## config.mk

```make
export PLATFORM = sky130hd
export DESIGN_NAME = inst_fetcher
export DESIGN_NICKNAME = d
export VERILOG_FILES = /design/src/rtl/inst_fetcher_pkg.sv /design/src/rtl/inst_fetcher_fetch_buf.sv /design/src/rtl/inst_fetcher.sv
export SDC_FILE = /design/constraint.sdc
export NUM_CORES = 1
export LEC_CHECK = 0
export ABC_AREA = 1
export BUFFER_PORTS_ARGS = -buffer_cell sky130_fd_sc_hd__buf_2
export CORE_MARGIN = 10
export CORE_UTILIZATION = 40
export CTS_BUF_LIST = sky130_fd_sc_hd__clkbuf_16
export CTS_CLUSTER_SIZE = 12
export DETAILED_ROUTE_END_ITERATION = 10
export GPL_TIMING_DRIVEN = 0
export PLACE_DENSITY = 0.71
export SLEW_MARGIN = 30
export SYNTH_ARGS = -nofsm -noshare
export SYNTH_HDL_FRONTEND = slang
export SYNTH_SLANG_ARGS = --single-unit
```

## constraint.sdc

```tcl
create_clock -name clk -period 1.95 [get_ports clk]
set_clock_uncertainty 0.1 [all_clocks]
set_input_delay 0.2925 -clock clk [delete_from_list [all_inputs] [get_ports clk]]
set_output_delay 0.2925 -clock clk [all_outputs]
set_load 0.01 [all_outputs]
```

## src/rtl/inst_fetcher_pkg.sv

```systemverilog
// inst_fetcher_pkg: shared definitions for the instruction fetch stage.
//   - Default widths and reset PC for inst_fetcher.
//   - Fetch FSM state encoding (2-bit: REQ=0, WAIT=1, HOLD=2, DROP=3).
package inst_fetcher_pkg;

  localparam int unsigned  INST_W_DEF   = 32;
  localparam int unsigned  ADDR_W_DEF   = 32;
  localparam logic [31:0]  RESET_PC_DEF = 32'h0000_0000;
  localparam int unsigned  PC_STEP      = 4;

  typedef enum logic [1:0] {
    ST_REQ  = 2'd0,  // driving mem_req
    ST_WAIT = 2'd1,  // request granted, awaiting rvalid
    ST_HOLD = 2'd2,  // word buffered, downstream stalled
    ST_DROP = 2'd3   // awaiting a wrong-path response to discard
  } fetch_state_t;

endpackage

```

## src/rtl/inst_fetcher_fetch_buf.sv

```systemverilog
// fetch_buf: one-entry output buffer between the fetch FSM and IF/ID.
// Ports:
//   clk, rst          clock / async active-low reset
//   i_load            capture i_inst/i_pc and mark valid
//   i_consume         downstream took the word; clear valid
//   i_flush           redirect; clear valid (highest priority)
//   i_inst, i_pc      word and its PC to capture
//   o_valid, o_inst, o_pc  buffered word
module fetch_buf #(
  parameter int unsigned INST_W = 32,
  parameter int unsigned ADDR_W = 32
) (
  input  logic              clk,
  input  logic              rst,
  input  logic              i_load,
  input  logic              i_consume,
  input  logic              i_flush,
  input  logic [INST_W-1:0] i_inst,
  input  logic [ADDR_W-1:0] i_pc,
  output logic              o_valid,
  output logic [INST_W-1:0] o_inst,
  output logic [ADDR_W-1:0] o_pc
);

  logic              r_valid;
  logic [INST_W-1:0] r_inst;
  logic [ADDR_W-1:0] r_pc;

  // A load in the same cycle as a consume replaces the departing word.
  always_ff @(posedge clk or negedge rst) begin
    if (!rst) begin
      r_valid <= 1'b0;
      r_inst  <= '0;
      r_pc    <= '0;
    end else if (i_flush) begin
      r_valid <= 1'b0;
    end else if (i_load) begin
      r_valid <= 1'b1;
      r_inst  <= i_inst;
      r_pc    <= i_pc;
    end else if (i_consume) begin
      r_valid <= 1'b0;
    end
  end

  assign o_valid = r_valid;
  assign o_inst  = r_inst;
  assign o_pc    = r_pc;

endmodule

```

## src/rtl/inst_fetcher.sv

```systemverilog
// inst_fetcher: instruction fetch stage feeding the IF/ID register.
// Owns the PC, keeps at most one instruction-memory request outstanding,
// buffers each fetched word until decode accepts it, and discards
// wrong-path responses after a redirect.
// Ports:
//   clk, rst                 clock / async active-low reset
//   stall                    downstream will not take the word this cycle
//   redirect, redirect_pc    branch/jump taken and its target
//   mem_req, mem_addr        request to instruction memory (registered)
//   mem_gnt                  memory accepted the request
//   mem_rvalid, mem_rdata    memory response
//   inst_valid, inst_output, pc_output   buffered word to IF/ID
// Build option FETCH_PERF_EN adds perf_fetch_cnt (consumed words) and
// perf_stall_cnt (cycles with inst_valid=1 and stall=1).
module inst_fetcher
  import inst_fetcher_pkg::*;
#(
  parameter int unsigned       INST_W   = INST_W_DEF,
  parameter int unsigned       ADDR_W   = ADDR_W_DEF,
  parameter logic [ADDR_W-1:0] RESET_PC = ADDR_W'(RESET_PC_DEF)
) (
  input  logic              clk,
  input  logic              rst,
  input  logic              stall,
  input  logic              redirect,
  input  logic [ADDR_W-1:0] redirect_pc,
  output logic              mem_req,
  output logic [ADDR_W-1:0] mem_addr,
  input  logic              mem_gnt,
  input  logic              mem_rvalid,
  input  logic [INST_W-1:0] mem_rdata,
  output logic              inst_valid,
  output logic [INST_W-1:0] inst_output,
  output logic [ADDR_W-1:0] pc_output
`ifdef FETCH_PERF_EN
  ,
  output logic [31:0]       perf_fetch_cnt,
  output logic [31:0]       perf_stall_cnt
`endif
);

  fetch_state_t      r_state;
  logic [ADDR_W-1:0] r_pc;
  logic              r_mem_req;

  logic              w_gnt;
  logic [ADDR_W-1:0] w_pc_inc;
  logic              w_load;
  logic              w_consume;
  logic              w_inst_valid;

  // mem_req is low in the first REQ cycle after reset, so a grant only
  // counts once the request is actually on the bus.
  assign w_gnt     = r_mem_req & mem_gnt;
  assign w_pc_inc  = r_pc + ADDR_W'(PC_STEP);
  assign w_load    = (r_state == ST_WAIT) & mem_rvalid & ~redirect;
  assign w_consume = w_inst_valid & ~stall;

  always_ff @(posedge clk or negedge rst) begin
    if (!rst) begin
      r_state   <= ST_REQ;
      r_pc      <= RESET_PC;
      r_mem_req <= 1'b0;
    end else if (redirect) begin
      r_pc <= redirect_pc;
      unique case (r_state)
        ST_REQ: begin
          // A grant in the redirect cycle leaves a response in flight.
          if (w_gnt) begin
            r_state   <= ST_DROP;
            r_mem_req <= 1'b0;
          end else begin
            r_state   <= ST_REQ;
            r_mem_req <= 1'b1;
          end
        end
        ST_WAIT: begin
          if (mem_rvalid) begin
            r_state   <= ST_REQ;
            r_mem_req <= 1'b1;
          end else begin
            r_state   <= ST_DROP;
            r_mem_req <= 1'b0;
          end
        end
        ST_HOLD: begin
          r_state   <= ST_REQ;
          r_mem_req <= 1'b1;
        end
        ST_DROP: begin
          if (mem_rvalid) begin
            r_state   <= ST_REQ;
            r_mem_req <= 1'b1;
          end
        end
      endcase
    end else begin
      unique case (r_state)
        ST_REQ: begin
          if (w_gnt) begin
            r_state   <= ST_WAIT;
            r_mem_req <= 1'b0;
          end else begin
            r_mem_req <= 1'b1;
          end
        end
        ST_WAIT: begin
          if (mem_rvalid) begin
            if (!stall) begin
              r_pc      <= w_pc_inc;
              r_state   <= ST_REQ;
              r_mem_req <= 1'b1;
            end else begin
              r_state <= ST_HOLD;
            end
          end
        end
        ST_HOLD: begin
          if (!stall) begin
            r_pc      <= w_pc_inc;
            r_state   <= ST_REQ;
            r_mem_req <= 1'b1;
          end
        end
        ST_DROP: begin
          if (mem_rvalid) begin
            r_state   <= ST_REQ;
            r_mem_req <= 1'b1;
          end
        end
      endcase
    end
  end

  assign mem_req  = r_mem_req;
  assign mem_addr = r_pc;

  fetch_buf #(
    .INST_W (INST_W),
    .ADDR_W (ADDR_W)
  ) u_fetch_buf (
    .clk       (clk),
    .rst       (rst),
    .i_load    (w_load),
    .i_consume (w_consume),
    .i_flush   (redirect),
    .i_inst    (mem_rdata),
    .i_pc      (r_pc),
    .o_valid   (w_inst_valid),
    .o_inst    (inst_output),
    .o_pc      (pc_output)
  );

  assign inst_valid = w_inst_valid;

`ifdef FETCH_PERF_EN
  logic [31:0] r_perf_fetch;
  logic [31:0] r_perf_stall;

  always_ff @(posedge clk or negedge rst) begin
    if (!rst) begin
      r_perf_fetch <= '0;
      r_perf_stall <= '0;
    end else begin
      if (w_consume)
        r_perf_fetch <= r_perf_fetch + 32'd1;
      if (w_inst_valid && stall)
        r_perf_stall <= r_perf_stall + 32'd1;
    end
  end

  assign perf_fetch_cnt = r_perf_fetch;
  assign perf_stall_cnt = r_perf_stall;
`endif

endmodule

```

* Word-level counts from Yosys, hierarchy flattened
Index checks and enable logic that the tools add are counted.
** Storage, ports and cells
- Register bits :: 100
- Word-level logic and storage cells :: 50
** Cells by class
- Eq/ne operators :: 6
- Bitwise logic cells :: 6
- Reduce and logical (&&, ||, !) cells :: 6
- Muxes and demuxes :: 25
- Add/subtract/negate cells :: 1
** Operators by type and width (number)
- 2-to-1 mux 32 bit :: 3
- one-hot mux 32 bit (2 select lines) :: 1
- adder 32 x 3 -> 32 bit (second input constant) :: 1
- 2-to-1 mux 2 bit :: 8
- one-hot mux 2 bit (4 select lines) :: 2
- 2-to-1 mux 1 bit :: 9
- inequality test 3 bit (second input constant) :: 3
- one-hot mux 1 bit (4 select lines) :: 2
- nonzero test 3 bit :: 2
- bitwise AND 1 bit :: 4
- equality test 2 bit (second input constant) :: 2
- AND reduction 2 bit :: 2
- AND reduction 3 bit :: 1
- equality test 2 x 1 -> 1 bit (second input constant) :: 1
- zero test 2 bit :: 1
- NOT 1 bit :: 2

* Depth between registers and ports, before layout
- Depth in word-level cells :: 5
- Gate-level depth with buffers :: 11

* Cells and area by module
From an unflattened synthesis, not the netlist that was laid out.
** Second synthesis, totals
- Cells, all modules :: 729
- Area total of the unflattened synthesis :: 5305.1 um^2
** Modules (own cells, without submodules)
- inst_fetcher :: seq. area each 875.8 um^2, times used 1, area each 2717.6 um^2, cells each 446
- fetch_buf :: seq. area each 1626.6 um^2, times used 1, area each 2587.5 um^2, cells each 283

* Least setup slack after synthesis
Ideal clock, no wire load.
- Path kind :: register -> register
- Start :: reg r_state[1]
- End :: reg r_pc[19], in the netlist mem_addr[19]
- Clock period less this slack :: 1.693 ns
- Required time :: 1.734 ns
- Setup slack :: 0.257 ns
- Arrival time :: 1.476 ns
- Cell stages (with the launch flop) :: 11
- Cells stage by stage :: dfrtp_1 inv_1 ha_1 nand2_1 nor2_2 nor2_4 inv_2 buf_2 nor2_1 nand2_1 nand2_1
** Between the ends
- Word-level cells in the longest chain between the ends :: 3
- Elaborated cells between the ends (all ways) :: 7
** Ends and longest elaborated chain
- start: declaration :: line inst_fetcher.sv:42 : fetch_state_t r_state;
- start signal: assignment :: line inst_fetcher.sv:61 : r_state <= ST_REQ;
- start signal: assignment :: line inst_fetcher.sv:70 : r_state <= ST_DROP;
- start signal: assignment :: line inst_fetcher.sv:73 : r_state <= ST_REQ;
- equality test 2 bit / equality test 2 x 1 -> 1 bit (equally long branches) :: line inst_fetcher.sv:98 : unique case (r_state)
- one-hot mux 32 bit (2 select lines), or another cell as far along :: line inst_fetcher.sv:98
- 2-to-1 mux 32 bit / AND reduction 2 bit (equally long branches)
- end signal: assignment :: line inst_fetcher.sv:65 : r_pc <= redirect_pc;
- end signal: assignment :: line inst_fetcher.sv:110 : r_pc <= w_pc_inc;
- end signal: assignment :: line inst_fetcher.sv:120 : r_pc <= w_pc_inc;
- end: declaration :: line inst_fetcher.sv:43 : logic [ADDR_W-1:0] r_pc;
Several ways; a longest one is shown, not always the timed one.
A chain may end at the register's enable or synchronous reset.

* Final worst setup path
- Start :: reg r_state[1]
- End :: reg r_pc[22], in the netlist mem_addr[22]
Same word-level chain as after synthesis.

==> summary.md <==
| Metric | Value |
|---|---|
| Worst-Skew Late Latency | `approximately 0.35 ns` |
| Placer congestion estimate | `between 0.8 and 0.9` |
| Number of global-route vias before repair | `4761` |
| Non-Filler Instances | `975` |
| Largest fanout on the critical path | `10` |
| Synth Register Bits | `100` |
| Placeable Area | `~12000 um2` |
| Synthesized-area fraction occupied by adder cells | `~1.5%` |
| Crit path cell chain | `inv_1 -> ha_4 -> nor2_1 -> nand2_1 -> nand2_1 -> nor2_4 -> inv_4 -> buf_6 -> nor2_1 -> nand2_1 -> nand2_1` |
| Leading area contributor after synthesis | `dfrtp_1` |
| Avg WL per Cell | `between 15 and 20 um` |
| Worst EP arrival | `around 2.0 ns` |
| Die Y | `between 100 and 150 um` |
| Startpoint Class | `flop` |
| Top cell by count, worst path | `nand2_1` |
| Ant. Diodes | `0` |
| Worst-path clk slew | `approximately 0.070 ns` |
| Number of routed nets with antenna violations | `0` |
| Post-Syn Instances | `621` |
| Met3 usage | `around 5.1%` |
| # rows | `40` |
| Worst R2R Start | `r_state[1]` |
| Area contributors post-synth | `dfrtp_1, nand2_1, mux2_2` |
| Max clock buf depth | `2` |
| Max Freq | `between 500 and 600 MHz` |
| Initial antenna violation count | `1` |
| Remaining Overflow, GRT | `0` |
| Seq pwr share | `38.3%` |
| CP required | `2.14 ns` |
| Top-Level Pins | `between 150 and 200` |
| Least-Margin Pin Slew | `~0.52 ns` |
| Synth Area per Inst | `around 8.1 um2` |
| Crit. Startpoint | `r_state[1]` |
| Post-detail-place hpwl | `between 10000 and 15000 um` |
| Vias per cell | `around 5.0` |
| HP Start | `redirect_pc[0]` |
| Initial core utilization | `around two fifths` |
| CP max stage delay | `between 0.4 and 0.5 ns` |
| Logic pwr share | `a little over two fifths` |
| CTS sink cnt | `100` |
| Largest net degree at the start of global routing | `between 50 and 60` |
| Post-synthesis mux area share | `approximately 7.6%` |
| Minimum clock period | `around 1.8 ns` |
| Synth Area in Compound Gates | `9.21%` |
| # port buffers | `167` |
| Internal | `5.83 mW` |
| Status | `completed` |
| Total die area | `~17000 um2` |
| Crit path kind | `reg -> reg` |
| Total CTS buffers | `9` |
| Final nets | `between 800 and 900` |
| Mapped cell area | `~5000 um2` |
| DRT iter0 DRCs | `approximately 370` |
| Hold Vio Cnt, Final | `0` |
| Worst hold path type | `in -> reg` |
| Post-synthesis sequential area ratio | `between 40% and 50%` |
| Distinct cells, synth | `26` |
| CTS tree | `done` |
| Ys async rst share | `between 90% and 100%` |
| Htree depth | `3` |
| P_leak | `around 3.3 nW` |
| Endpoints failing setup | `0` |
| Layout cell share with drive strength beyond 1 | `around 32%` |
| Post-Synth XOR/XNOR Area | `0%` |
| Ys Warns | `0` |
| DRT Pass-1 Iters | `5` |
| DRC viols | `0` |
| Post-synth EDFFs | `0` |
| Max-cap viol count | `0` |
| Largest family of logic cells by synthesized area | `simple AND/OR/NAND/NOR gates` |
| M2 GR Usage | `around 28%` |
| First-pass GRT wire length | `between 20000 and 30000 um` |
| Max Slew Vio Count | `0` |
| Area grow syn2layout | `29.1%` |
| Layout filler cell count | `1206` |
| Post-synth top flop | `dfrtp_1` |
| Period utilisation layout | `just over 90%` |
| CTS root buf | `clkbuf_16` |
| Critical Path End Type | `flop` |
| Clock Power Share | `roughly 18%` |
| Via Count | `between 4k and 5k` |
| Placed cells | `around 960` |
| Final wirelength | `about 16000 um` |
| VDD IR max | `between 0.6 and 0.7 mV` |
| Syn nets | `between 600 and 700` |
| GR peak layer | `met2` |
| Share of the synthesized area in the top cell type | `about 50%` |
| All-layer global routing usage | `18.0%` |
| Worst slew margin | `65.1%` |
| WHS | `~0.057 ns` |
| M1 GR Usage | `23.2%` |
| Switch Pwr | `roughly 4.3 mW` |
| Switching fraction of total power | `between 40% and 50%` |
| PwrDens | `around 1600 nW/um2` |
| Slowest CP cell | `dfrtp_1` |
| Die Width | `roughly 130 um` |
| Simple-gate share of the synthesized area | `~26%` |
-- cells in the final DEF (no fill, tap or decap), types with 2 or more instances in the layout --
master,Yosys,final
nor2_4,2,5
o22ai_1,6,6
and2_1,2,2
nand2_2,0,2
or2_2,2,2
a21oi_1,15,15
inv_1,50,49
inv_2,3,3
o21ai_1,4,4
nand3_1,37,36
dfrtp_1,100,99
a22oi_1,2,2
nand2_1,191,189
buf_2,17,180
clkbuf_16,0,9
buf_6,0,3
nor3_1,4,4
clkbuf_1,3,3
o211ai_1,3,3
buf_4,3,4
inv_6,0,2
nor2_1,77,73
nor2_2,3,4
clkinv_4,0,2
o21ai_0,53,53
mux2_2,34,34
clkinv_2,0,2
ha_1,6,5
-- timing repair --
action / CTS / global route
hold buffers: 1 / 0
endpoints found under the setup margin: 24 / 85
setup buffers: 0 / 1
gates resized for setup: 5 / 16
hold endpoints to repair: 44 / 0
-- registers in the layout, indices dropped and copies added (netlist names) --
| register | cells |
|---|---|
| mem_addr | 32 |
| u_fetch_buf.o_inst | 32 |
| u_fetch_buf.o_pc | 32 |
| r_state | 2 |
| mem_req | 1 |
| u_fetch_buf.o_valid | 1 |
-- stage by stage --
step / setup TNS, ns / util (%) / cell area [um2] / setup slack (ns) / power, mW
after global placement: -62.59 / 49.9 / 6070 / -0.623 / 8.10
after global routing: -0.00233 / 53.4 / 6490 / -0.00212 / 10.9
final: 0 / 53.4 / 6490 / 0.132 / 10.1
after CTS: -0.349 / 52.9 / 6430 / -0.0458 / 10.1
after detailed placement: -0.717 / 50.2 / 6100 / -0.0567 / 8.21
after floorplan: 0 / - / 5020 / 0.257 / 6.25
-- per-layer routing --
layer  part of all wire, %  vias up
li1                      -     2364
met1                    44     2276
met2                    45      215
met3                   8.6       31
met4                   2.4        2
met5                 0.081        -
-- critical path, delay by kind of cell, from the launching register on --
| kind | cells | cell delay (ns) |
|---|---|---|
| fa+ha+maj | 1 | 0.20 |
| flops | 1 | 0.42 |
| simple gates | 7 | 0.61 |
| buf+inv | 3 | 0.42 |
-- final timing paths --
path	cells after the start	slack, ns	endpoint
setup / recovery	11	0.13	mem_addr[22]
hold / removal	3	0.06	mem_addr[0]
setup reg to reg	11	0.13	mem_addr[22]
hold reg to reg	2	0.39	u_fetch_buf.o_pc[31]
max in group asynchronous	3	0.79	mem_addr[3]
min in group asynchronous	2	0.33	u_fetch_buf.o_inst[17]
-- synth_stat cells, types with 3 or more instances --
| cell | number |
|---|---|
| nand2_1 | 191 |
| dfrtp_1 | 100 |
| nor2_1 | 77 |
| o21ai_0 | 53 |
| inv_1 | 50 |
| nand3_1 | 37 |
| mux2_2 | 34 |
| buf_2 | 17 |
| a21oi_1 | 15 |
| ha_1 | 6 |
| o22ai_1 | 6 |
| nor3_1 | 4 |
| o21ai_1 | 4 |
| buf_4 | 3 |
| clkbuf_1 | 3 |
| inv_2 | 3 |
| nor2_2 | 3 |
| o211ai_1 | 3 |
-- layout make-up --
type	instances	area, um2	share of cell area [%]
sequential	100	2500	38.6
multi-input combinational	445	2250	34.7
timing repair buffer	170	887	13.7
clock buffer	9	225	3.47
tap	168	210	3.24
inverter	53	201	3.10
buffer	23	134	2.06
clock inverter	7	75.1	1.16
-- cell families after synthesis --
family / after synthesis
buffers and inverters: 76
muxes: 34
and+or+nand+nor: 319
adders and majority gates: 6
DFF: 100
AOI/OAI and AO/OA: 86
-- power groups by stage --
stage | registers, mW | logic [mW] | clock network, mW
5_1_grt | 4.02 | 4.93 | 1.94
2_1_floorplan | 4.24 | 2.00 | 0
3_3_place_gp | 3.84 | 4.26 | 0
3_5_place_dp | 3.88 | 4.32 | 0
4_1_cts | 3.85 | 4.37 | 1.87
6_report | 3.87 | 4.39 | 1.83
Power figures use the tool's default switching activity.
